<file path="config.mk">
export PLATFORM = sky130hd
export DESIGN_NAME = jpeg_block_axil_driver
export DESIGN_NICKNAME = d
export VERILOG_FILES = /design/src/rtl/jpeg_block_axil_driver.sv
export SDC_FILE = /design/constraint.sdc
export NUM_CORES = 1
export LEC_CHECK = 0
export ABC_AREA = 1
export CORE_MARGIN = 1.5
export CORE_UTILIZATION = 43
export CTS_CLUSTER_DIAMETER = 200
export CTS_CLUSTER_SIZE = 40
export DETAILED_ROUTE_END_ITERATION = 8
export PLACE_DENSITY = 0.77
export SYNTH_ARGS = -nofsm -noshare
export SYNTH_HDL_FRONTEND = slang
export SYNTH_SLANG_ARGS = --single-unit
</file>
<file path="constraint.sdc">
create_clock -name clk -period 1.4 [get_ports clk]
set_input_delay 0.42 -clock clk [delete_from_list [all_inputs] [get_ports clk]]
set_output_delay 0.42 -clock clk [all_outputs]
set_load 0.005 [all_outputs]
</file>
<file path="src/rtl/jpeg_block_axil_driver.sv">
// rtl/jpeg_block_axil_driver.sv - AXI4-Lite master feeding one 8x8 block through the compression register block
//
// Collects BLOCK_WORDS input words from the s_* stream and writes each one to IN_BASE+cnt. It then
// writes START_ADDR<=1 and polls DONE_ADDR until it reads 1. It clears START and DONE, reads
// OUT_BASE+cnt back word by word, and emits each result on the m_* stream.
//
// Ports:
//   clk, rst_n              clock, asynchronous active-low reset
//   s_data/s_valid/s_ready  input word stream (accepted only in LOAD)
//   m_data/m_valid/m_ready  result word stream (m_valid held until m_ready)
//   busy                    high whenever the FSM is not IDLE
//   err                     sticky: any non-OKAY BRESP/RRESP, or poll timeout
//   M_AXI_AW*/W*/B*         AXI4-Lite write channels (master side)
//   M_AXI_AR*/R*            AXI4-Lite read channels (master side)
//
// Build option: define POLL_TIMEOUT_EN to bound the done polling to TIMEOUT_CYCLES cycles.
module jpeg_block_axil_driver #(
    parameter int                    DATA_WIDTH     = 32,
    parameter int                    ADDR_WIDTH     = 8,
    parameter int                    BLOCK_WORDS    = 64,
    parameter logic [ADDR_WIDTH-1:0] IN_BASE        = 8'h00,
    parameter logic [ADDR_WIDTH-1:0] OUT_BASE       = 8'h40,
    parameter logic [ADDR_WIDTH-1:0] START_ADDR     = 8'h81,
    parameter logic [ADDR_WIDTH-1:0] DONE_ADDR      = 8'h89,
    parameter int                    POLL_GAP       = 4,
    parameter int                    TIMEOUT_CYCLES = 4096
) (
    input  logic                  clk,
    input  logic                  rst_n,
    input  logic [DATA_WIDTH-1:0] s_data,
    input  logic                  s_valid,
    output logic                  s_ready,
    output logic [DATA_WIDTH-1:0] m_data,
    output logic                  m_valid,
    input  logic                  m_ready,
    output logic                  busy,
    output logic                  err,
    output logic [ADDR_WIDTH-1:0] M_AXI_AWADDR,
    output logic                  M_AXI_AWVALID,
    input  logic                  M_AXI_AWREADY,
    output logic [DATA_WIDTH-1:0] M_AXI_WDATA,
    output logic                  M_AXI_WVALID,
    input  logic                  M_AXI_WREADY,
    input  logic [1:0]            M_AXI_BRESP,
    input  logic                  M_AXI_BVALID,
    output logic                  M_AXI_BREADY,
    output logic [ADDR_WIDTH-1:0] M_AXI_ARADDR,
    output logic                  M_AXI_ARVALID,
    input  logic                  M_AXI_ARREADY,
    input  logic [DATA_WIDTH-1:0] M_AXI_RDATA,
    input  logic [1:0]            M_AXI_RRESP,
    input  logic                  M_AXI_RVALID,
    output logic                  M_AXI_RREADY
);

    localparam int CNT_W = $clog2(BLOCK_WORDS);

    typedef enum logic [3:0] {
        S_IDLE, S_LOAD, S_WR, S_START, S_POLL, S_GAP, S_CLR_S, S_CLR_D, S_FETCH, S_EMIT
    } state_t;

    state_t                r_state;
    state_t                w_next;
    logic [CNT_W-1:0]      r_cnt;
    logic [DATA_WIDTH-1:0] r_word;
    logic [DATA_WIDTH-1:0] r_rdata;
    logic [7:0]            r_gap;
    logic                  r_err;
    // High from launching a transaction until its B or R handshake; guarantees one outstanding txn.
    logic                  r_issued;

    logic                  w_b_done;
    logic                  w_r_done;
    logic                  w_wr_state;
    logic                  w_rd_state;
    logic                  w_cnt_last;
    logic                  w_gap_done;
    logic                  w_timeout;
    logic                  w_tmo_fire;
    logic [ADDR_WIDTH-1:0] w_cnt_ext;
    logic [ADDR_WIDTH-1:0] w_wr_addr;
    logic [DATA_WIDTH-1:0] w_wr_data;
    logic [ADDR_WIDTH-1:0] w_rd_addr;

    assign w_b_done   = M_AXI_BVALID & M_AXI_BREADY;
    assign w_r_done   = M_AXI_RVALID & M_AXI_RREADY;
    assign w_wr_state = (r_state == S_WR) || (r_state == S_START) ||
                        (r_state == S_CLR_S) || (r_state == S_CLR_D);
    assign w_rd_state = (r_state == S_POLL) || (r_state == S_FETCH);
    assign w_cnt_last = (r_cnt == CNT_W'(BLOCK_WORDS - 1));
    assign w_gap_done = (r_gap == 8'(POLL_GAP - 1));
    assign w_cnt_ext  = ADDR_WIDTH'(r_cnt);

`ifdef POLL_TIMEOUT_EN
    logic [15:0] r_tmo;

    always_ff @(posedge clk or negedge rst_n) begin
        if (!rst_n) begin
            r_tmo <= '0;
        end else if (r_state == S_START) begin
            r_tmo <= '0;
        end else if ((r_state == S_POLL || r_state == S_GAP) && (r_tmo != 16'hFFFF)) begin
            r_tmo <= r_tmo + 16'd1;
        end
    end

    assign w_timeout = (r_tmo >= 16'(TIMEOUT_CYCLES));
`else
    assign w_timeout = 1'b0;
`endif

    // The timeout only acts when no read is outstanding, so a poll read is never abandoned.
    assign w_tmo_fire = w_timeout && ((r_state == S_GAP) || (r_state == S_POLL && w_r_done));

    always_ff @(posedge clk or negedge rst_n) begin
        if (!rst_n) begin
            r_state <= S_IDLE;
        end else begin
            r_state <= w_next;
        end
    end

    always_comb begin
        w_next    = r_state;
        w_wr_addr = '0;
        w_wr_data = '0;
        w_rd_addr = '0;
        case (r_state)
            S_IDLE:  if (s_valid) w_next = S_LOAD;
            S_LOAD:  if (s_valid) w_next = S_WR;
            S_WR: begin
                w_wr_addr = IN_BASE + w_cnt_ext;
                w_wr_data = r_word;
                if (w_b_done) w_next = w_cnt_last ? S_START : S_LOAD;
            end
            S_START: begin
                w_wr_addr = START_ADDR;
                w_wr_data = DATA_WIDTH'(1);
                if (w_b_done) w_next = S_POLL;
            end
            S_POLL: begin
                w_rd_addr = DONE_ADDR;
                if (w_r_done) begin
                    w_next = ((M_AXI_RDATA == DATA_WIDTH'(1)) || w_tmo_fire) ? S_CLR_S : S_GAP;
                end
            end
            S_GAP: begin
                if (w_tmo_fire)      w_next = S_CLR_S;
                else if (w_gap_done) w_next = S_POLL;
            end
            S_CLR_S: begin
                w_wr_addr = START_ADDR;
                if (w_b_done) w_next = S_CLR_D;
            end
            S_CLR_D: begin
                w_wr_addr = DONE_ADDR;
                if (w_b_done) w_next = S_FETCH;
            end
            S_FETCH: begin
                w_rd_addr = OUT_BASE + w_cnt_ext;
                if (w_r_done) w_next = S_EMIT;
            end
            S_EMIT:  if (m_ready) w_next = w_cnt_last ? S_IDLE : S_FETCH;
            default: w_next = S_IDLE;
        endcase
    end

    // AXI channel registers. Address and data stay put until the response handshake because the
    // slave may sample them after its READY.
    always_ff @(posedge clk or negedge rst_n) begin
        if (!rst_n) begin
            M_AXI_AWADDR  <= '0;
            M_AXI_AWVALID <= 1'b0;
            M_AXI_WDATA   <= '0;
            M_AXI_WVALID  <= 1'b0;
            M_AXI_BREADY  <= 1'b0;
            M_AXI_ARADDR  <= '0;
            M_AXI_ARVALID <= 1'b0;
            M_AXI_RREADY  <= 1'b0;
            r_issued      <= 1'b0;
        end else if (w_wr_state && !r_issued) begin
            M_AXI_AWADDR  <= w_wr_addr;
            M_AXI_WDATA   <= w_wr_data;
            M_AXI_AWVALID <= 1'b1;
            M_AXI_WVALID  <= 1'b1;
            M_AXI_BREADY  <= 1'b1;
            r_issued      <= 1'b1;
        end else if (w_rd_state && !r_issued) begin
            M_AXI_ARADDR  <= w_rd_addr;
            M_AXI_ARVALID <= 1'b1;
            M_AXI_RREADY  <= 1'b1;
            r_issued      <= 1'b1;
        end else begin
            if (M_AXI_AWVALID && M_AXI_AWREADY) M_AXI_AWVALID <= 1'b0;
            if (M_AXI_WVALID && M_AXI_WREADY)   M_AXI_WVALID  <= 1'b0;
            if (M_AXI_ARVALID && M_AXI_ARREADY) M_AXI_ARVALID <= 1'b0;
            if (w_b_done) begin
                M_AXI_BREADY <= 1'b0;
                r_issued     <= 1'b0;
            end
            if (w_r_done) begin
                M_AXI_RREADY <= 1'b0;
                r_issued     <= 1'b0;
            end
        end
    end

    always_ff @(posedge clk or negedge rst_n) begin
        if (!rst_n) begin
            r_cnt   <= '0;
            r_word  <= '0;
            r_rdata <= '0;
            r_gap   <= '0;
            r_err   <= 1'b0;
        end else begin
            if (r_state == S_LOAD && s_valid) r_word <= s_data;
            if ((r_state == S_WR && w_b_done) || (r_state == S_EMIT && m_ready)) begin
                r_cnt <= w_cnt_last ? '0 : r_cnt + 1'b1;
            end
            if (r_state == S_FETCH && w_r_done) r_rdata <= M_AXI_RDATA;
            r_gap <= (r_state == S_GAP) ? r_gap + 8'd1 : 8'd0;
            if ((w_b_done && M_AXI_BRESP != 2'b00) || (w_r_done && M_AXI_RRESP != 2'b00) ||
                w_tmo_fire) begin
                r_err <= 1'b1;
            end
        end
    end

    assign s_ready = (r_state == S_LOAD);
    assign m_valid = (r_state == S_EMIT);
    assign m_data  = r_rdata;
    assign busy    = (r_state != S_IDLE);
    assign err     = r_err;

endmodule

</file>
Yosys cells after proc, flatten, opt, wreduce, memory -nomap -nowiden
Index checks and enable logic that the tools add are counted.
{ "op_classes": {"shift": 0, "bitwise": 3, "n_mux": 35, "div": 0, "multipliers": 0, "order_cmp": 0, "add_sub_neg": 3, "eq_ne": 23, "reduce_logical": 36} }
{ "ops": {"columns": ["operator", "n"], "rows": [
  ["$pmux 32 s2", 1],
  ["$mux 4", 11],
  ["$pmux 4 s10", 1],
  ["$eq 32x1->1 const B", 1],
  ["$pmux 8 s3", 1],
  ["$ne 2x2->1 const B", 10],
  ["$eq 4x3->1 const B", 4],
  ["$mux 1", 16],
  ["$pmux 8 s2", 1],
  ["$reduce_bool 2->1", 7],
  ["$reduce_and 2->1", 6],
  ["$logic_and 1x1->1", 11],
  ["$reduce_and 10->1", 1],
  ["$add 7x6->8 const A", 1],
  ["$add 8x1->8 const B", 1],
  ["$eq 4x2->1 const B", 2],
  ["$eq 4x4->1 const B", 2],
  ["$eq 8x2->1 const B", 1],
  ["$mux 8", 1],
  ["$reduce_bool 4->1", 2],
  ["$add 6x1->6 const B", 1],
  ["$eq 6x6->1 const B", 1],
  ["$logic_or 1x1->1", 6],
  ["$mux 6", 1],
  ["8 further kinds", 10]
]} }
{ "totals": {"mem_bits_ro": 0, "latch_bits": 0, "regBits": 137, "word_cells": 115, "in_bits": 77, "ram_bits": 0, "memories": 0, "output_inout_bits": 89} }

Longest topological paths before layout
Gate-level depths: netlist (run 1).
{ "logic_depth": {"depth_word": 7, "depth_mapped": 12, "ltp_nobuf": 10} }

Worst setup path before layout (run 1)
Ideal clock, no wire load.
{ "synth_timing": {"path_kind": "reg-to-reg", "start": "register r_state[2]", "end": "register M_AXI_WDATA[22]", "n_path_buf": 1, "t_arrival_ns": 1.327, "setup_slack_ns": -0.048, "stages_incl_launch_ff": 9, "period_less_slack_ns": 1.448, "required_ns": 1.279, "setup_time_ns": 0.121, "path_cell_list": "dfrtp_1 -> nor2_2 -> nand3_2 -> inv_2 -> nand2_4 -> nand2_4 -> inv_4 -> buf_6 -> a22o_1"} }
{ "synth_via": {"elab_chain_len": 5, "elab_cells_between_ends": 9} }
{ "synth_lines": {"columns": ["item", "line", "rtl"], "rows": [
  ["start: declaration", "62", "state_t r_state;"],
  ["start signal: assignment", "119", "r_state <= w_next;"],
  ["$eq 4x2->1", "87, 128", null],
  ["$logic_or 1x1->1 (2 in series)", "87", "assign w_wr_state = (r_state == S_WR) || (r_state == S_START) ||"],
  ["$logic_or 1x1->1", "88", "(r_state == S_CLR_S) || (r_state == S_CLR_D);"],
  ["$logic_and 1x1->1", "181", "end else if (w_wr_state && !r_issued) begin"],
  ["end signal: assignment", "183", "M_AXI_WDATA <= w_wr_data;"],
  ["end: declaration", "41", "output logic [DATA_WIDTH-1:0] M_AXI_WDATA,"]
]} }
Parallel ways exist; a longest one is shown, timed or not.
A chain may end at the register's enable or synchronous reset.

Worst setup path in the final report (run 1)
{ "layout_timing": {"start": "register r_state[0]", "end": "output s_ready"} }
{ "layout_via": {"elab_chain_len": 1} }
{ "layout_lines": {"columns": ["item", "line", "rtl"], "rows": [
  ["$eq 4x1->1", "229", "assign s_ready = (r_state == S_LOAD);"],
  ["end: declaration", "32", "output logic s_ready,"]
]} }
No other way between the ends.

==> out/qor.yml, run 1 <==
status:
  status: "complete, but fails checks"
  violations: "negative setup slack"
sta:
  skew_ps: 9.29
  period_needed_ps: 1780
  setup_viol: 138
  period_share_pct: 127
  rsz0062_at_grt: "yes"
  fin_ws_ps: -377
  hold_viol_final: 0
  fmax_ghz: 0.563
  slew_violations: 0
floorplan:
  fp.dieW_um: 118
  ios: 166
  floorplan.initialDensity_pct: 44.4
  dieArea_um2: 13800
  rows: 41
  die_h_um: 118
  core-area_um2: 12700
cts:
  cts_tree: "done"
  clockRootBuffer: "clkbuf_16"
  cts.path.max_buffers: 2
  cts_sinks: 136
  clkLatencyLatePin_ps: 430
  h-tree-depth: 4
  clk_pin_slew_worst_paths_ps: 60
  cts_inserted_buffers: 17
worst_setup_path:
  worstSetupPathType: "flip-flop to output port"
  rr_endpoint: "r_word[29]"
  cp-start-kind: "flip-flop"
  cpLargestDelayFamily: "flip-flops"
  cp_data_arrival_time_ps: 1360
  critPathMaxFanout: 3
  cpMaxStageDelayCell: "dfrtp_2"
  reg2reg_slack_ps: -370
  critPathRequiredTime_ps: 980
  endpoint_kind: "output port"
  cp_num_buf_inv: 4
  rr_startpoint: "r_state[0]"
  path_cells: "buf_6 > inv_4 > nor2_2 > nand2_2 > inv_2 > buf_6"
  critPathMostFrequentCell: "buf_6"
  r2r.worst_path.cells: 10
  cp_slowest_stage_delay_ps: 390
finish:
  fillers: 783
  postLayoutCoreUtil_pct: 77.6
  final_cell_mix: "dfrtp_1 (132), buf_4 (91), buf_2 (87)"
  n_antenna_cell: 0
  area_delta_synth_final_pct: 74.8
  finalNetCount: 942
  layout.cells.non_filler: 1048
  drive_gt1_share_pct: 50.1
  final_common_cell: "dfrtp_1"
detailed_routing:
  dr_total_vias: 5564
  via_per_inst: 5.31
  drt-total-wl_um: 20200
  first_pass_iters: 5
  wl_per_cell_um: 19.3
  drt_iter0_markers: 451
  ant_nets: 0
  drc_errors: 0
placed_design:
  dp_hpwl_um: 11000
  dp.cells: 921
  gp_congestion: 0.891
  dp_slack_ps: -410
  portBuffers: 164
synth:
  syn_area_um2: 5650
  syn_nets: 626
  ys_warn_count: 0
  synth_area_per_cell_um2: 10.3
  synth-seq-area-share_pct: 60.2
  synth_cell_type_count: 35
  ys_seq_elements: 136
  synth_cells: 547
global_routing:
  track_usage_pct: 27.4
  grt_pass1_wl_um: 29700
  grt_pass1_vias: 5678
  overflow: 0
  antenna_found_initial: 0
  grt_max_degree: 47
flow_run:
  drv_cap: 0
power:
  p_per_area_nw_per_um2: 2030
  p_total_mw: 20.1
  leakage_nw: 5.13
  vdd_drop_max_v: 0.00116
min_path:
  hp-class: "input pin to async pin"
-- flip-flops by register name (all words and copies together), names as in the netlist, 4 cells and up --
signal	flops
m_data	32
r_state	4
M_AXI_AWADDR	7
r_word	32
r_cnt	6
r_gap	8
M_AXI_ARADDR	8
M_AXI_WDATA	32
-- synthesized netlist by cell type (all sizes together) --
cell type  count  area (um2)
o22ai          2        12.5
o21bai         1        7.51
a21oi          6        30.0
nand2        139         547
clkbuf         5        28.8
o31ai          1        7.51
dfrtp        136        3400
ha             2        25.0
a31oi          1        6.26
nand3         11        60.1
inv           62         235
o211ai         3        22.5
o311ai         1        8.76
conb           1        3.75
nand3b         1        7.51
xor2           3        26.3
nor3           4        30.0
o21ai         52         260
buf           14         124
nand4          3        18.8
mux2          33         372
a22o          31         274
nor2          35         139
-- stage by stage --
| step | hold slack, ps | cell area (um2) | setup TNS, ps |
|---|---|---|---|
| after global placement | 261 | 7950 | -30360 |
| after floorplan | 124 | 5700 | -927 |
| after detailed placement | 263 | 7950 | -32620 |
| after global routing | 416 | 9880 | -41570 |
| after CTS | 386 | 9300 | -24380 |
| final | 389 | 9880 | -36150 |
-- worst max path at each step --
stage	from	endpoint	slack (ps)	depth (start not counted)
global placement	M_AXI_RDATA[0]	r_state[0]	-360	10
detailed placement	M_AXI_RVALID	m_data[12]	-410	7
global route	r_state[2]	M_AXI_WDATA[9]	-400	10
floorplan	r_state[3]	M_AXI_WDATA[22]	-30	8
finish	r_state[0]	s_ready	-380	6
CTS	r_state[0]	m_valid	-310	4
-- cells by family after synthesis --
logic type | after synthesis | synth area share [%]
buffers and inverters | 81 | 6.87
adder cells (fa/ha/maj) | 2 | 0.443
AO/OA/AOI/OAI | 98 | 11.1
flip-flops | 136 | 60.2
AND/OR/NAND/NOR | 193 | 14.2
other | 1 | 0.0664
XOR/XNOR | 3 | 0.465
multiplexers | 33 | 6.58
-- area by class of cell --
type                       instances  area (um2)  share of cell area (%)
sequential                       136        3410                    34.5
timing repair buffer             314        2780                    28.1
multi-input combinational        332        2590                    26.3
clock buffer                      22         494                    5.00
inverter                          62         275                    2.79
tap                              172         215                    2.18
clock inverter                    10         115                    1.17
-- power breakdown --
part           leakage, nW  internal, mW  switching (mW)
clock                0.295          2.86            1.72
combinational         3.09          4.97            4.27
sequential            1.75          5.32           0.922
total                 5.13          13.2            6.91
-- what timing repair did --
action | CTS | global route
pin swaps | 22 | 17
setup buffers | 76 | 17
cloned | 10 | 1
hold buffers | 1 | 0
gates resized for setup | 498 | 145
endpoints found under the hold margin | 10 | 0
setup endpoints to repair | 215 | 142
-- layer usage --
layer | vias up | global-route usage, % | share of wire [%]
met5 | - | 0 | 0
li1 | 2434 | - | -
met1 | 2791 | 31.2 | 38
met4 | 0 | 16.2 | 5.0
met3 | 88 | 5.86 | 4.4
met2 | 251 | 47.5 | 53
Note: power is estimated with default switching activity, not from simulation.
==> run 2: changes to the inputs <==
--- a/config.mk
+++ b/config.mk
@@ -6,12 +6,13 @@
 export NUM_CORES = 1
 export LEC_CHECK = 0
 export ABC_AREA = 1
+export CAP_MARGIN = 20
 export CORE_MARGIN = 1.5
-export CORE_UTILIZATION = 43
+export CORE_UTILIZATION = 38
 export CTS_CLUSTER_DIAMETER = 200
 export CTS_CLUSTER_SIZE = 40
 export DETAILED_ROUTE_END_ITERATION = 8
-export PLACE_DENSITY = 0.77
+export PLACE_DENSITY = 0.69
 export SYNTH_ARGS = -nofsm -noshare
 export SYNTH_HDL_FRONTEND = slang
 export SYNTH_SLANG_ARGS = --single-unit
==> run 2 against run 1 <==
  * The run still ends with negative setup slack left
  * Fmax down 0.32%
  * Die area grew 13%
  * Combinational power decreased by 9.3%
  * Clock power increased by 3%
  * Power down 3.8%
==> out/qor.yml, run 2 (synthesized netlist as in run 1, its figures left out) <==
floorplan:
  dieArea_um2: 15600  # +13%
  core-area_um2: 14500  # +14%
  floorplan.initialDensity_pct: 38.9  # -5.5 points
  fp.dieW_um: 125  # +6.2%
  die_h_um: 125  # +6.2%
  ios: 166  # unchanged
  rows: 44  # +7.3%
cts:
  cts_sinks: 136  # unchanged
  cts_inserted_buffers: 17  # unchanged
  cts_tree: "done"
  cts.path.max_buffers: 2  # unchanged
  clkLatencyLatePin_ps: 430  # about the same
  h-tree-depth: 4  # unchanged
  clockRootBuffer: "clkbuf_16"
  clk_pin_slew_worst_paths_ps: 60  # about the same
worst_setup_path:
  critPathRequiredTime_ps: 980  # about the same
  worstSetupPathType: "flip-flop to output port"
  rr_endpoint: "M_AXI_WDATA[21]"
  critPathMaxFanout: 3  # unchanged
  rr_startpoint: "r_state[3]"
  endpoint_kind: "output port"
  crit_end: "busy"
  cp-start-kind: "flip-flop"
  reg2reg_slack_ps: -350  # +20 ps
  startpoint: "r_state[0]"
  r2r.worst_path.cells: 10  # unchanged
  cp_data_arrival_time_ps: 1360  # about the same
detailed_routing:
  drt-total-wl_um: 17700  # -13%
  ant_nets: 0  # unchanged
  first_pass_iters: 5  # unchanged
  drt_iter0_markers: 291  # -35%
  drc_errors: 0  # unchanged
  wl_per_cell_um: 17.0  # -12%
  via_per_inst: 4.97  # -6.4%
  dr_total_vias: 5170  # -7.1%
sta:
  skew_ps: 11.1  # +1.82 ps
  fmax_ghz: 0.561  # -0.32%
  tns_ps: -31030  # +5120 ps
  period_share_pct: 127  # +0.41 points
  fin_ws_ps: -383  # -5.76 ps
  setup_viol: 136  # -1.4%
  hold_viol_final: 0  # unchanged
  fin_hold_ws_ps: 459  # +69.8 ps
  rsz0062_at_grt: "yes"
  slew_violations: 0  # unchanged
  period_needed_ps: 1780  # +5.76 ps
placed_design:
  dp_hpwl_um: 10900  # -0.80%
  post_dp_cell_area_um2: 7970  # +0.28%
  dp.cells: 934  # +1.4%
  portBuffers: 164  # unchanged
  gp_congestion: 0.924  # +3.7%
power:
  p_per_area_nw_per_um2: 2040  # +0.23%
  p_total_mw: 19.3  # -3.8%
  vdd_drop_max_v: 0.00106  # -8.5%
  leakage_nw: 4.94  # -3.8%
min_path:
  hp-class: "input pin to async pin"
finish:
  drive_gt1_share_pct: 44.3  # -5.8 points
  post-route-cell-area_um2: 9480  # -4.0%
  layout.cells.non_filler: 1040  # -0.76%
  n_antenna_cell: 0  # unchanged
  final_common_cell: "dfrtp_1"
  final_cell_mix: "dfrtp_1 (133), nand2_1 (88), buf_4 (87)"
  finalNetCount: 922  # -2.1%
  area_delta_synth_final_pct: 67.8
global_routing:
  antenna_found_initial: 0  # unchanged
  grt_pass1_vias: 5396  # -5.0%
  grt_pass1_wl_um: 27700  # -6.6%
  track_usage_pct: 22.4  # -5.0 points
  grt_max_degree: 37  # -21%
  overflow: 0  # unchanged
status:
  violations: "negative setup slack"
  status: "complete, but fails checks"
flow_run:
  drv_cap: 0  # unchanged
run 2: routing by layer:
metal  GRT usage [%]  routed length (um)  part of all wire (%)  vias up
li1                -                   -                     -     2392
met1            27.9                7380                    42     2543
met2            37.2                8760                    49      192
met3            5.88                1010                   5.7       43
met4            9.29                 560                   3.2        0
met5               0                   0                     0        -
run 2: area by class of cell:
| type | count | area (um2) |
|---|---|---|
| Clock inverter | 14 | 189 |
| Multi-Input combinational cell | 331 | 2370 |
| Fill cell | 1074 | 5050 |
| Inverter | 62 | 265 |
| Timing Repair inverter | 1 | 8.76 |
| Timing Repair Buffer | 294 | 2570 |
| Sequential cell | 136 | 3410 |
| Tap cell | 184 | 230 |
| Clock buffer | 18 | 439 |
run 2: timing repair:
item	CTS	global route
setup buffers	49	15
hold endpoints to repair	27	0
cloned	6	5
hold buffers	1	0
pin swaps	14	18
resized for setup	438	123
endpoints found under the setup margin	214	151
run 2: where the power goes:
group          internal (mW)  switching [mW]  total [mW]
logic                   4.63            3.76        8.38
registers               5.32           0.878        6.20
clock network           2.90            1.83        4.72
total                   12.8            6.46        19.3
run 2: how the worst min path moves through the flow:
stage	startpoint	to	slack, ps	depth (start not counted)
after floorplan	rst_n	M_AXI_ARADDR[0]	120	0
after global placement	rst_n	r_word[31]	330	1
after detailed placement	rst_n	M_AXI_WDATA[31]	340	1
after CTS	rst_n	M_AXI_WDATA[13]	450	2
after global routing	rst_n	r_word[15]	460	2
final	rst_n	M_AXI_WDATA[13]	460	2
run 2: per-stage QoR:
step           worst slack, ps  util [%]
2_1_floorplan            -32.0         -
3_3_place_gp              -345      54.8
3_5_place_dp              -350      54.8
4_1_cts                   -363      61.5
5_1_grt                   -421      65.2
6_report                  -383      65.2
run 2: worst max-delay path, stage by stage, from the launching register on:
cell	delay [ps]
dfrtp_1	430
buf_6	160
nor2_4	130
nand2_2	100
buf_6	130
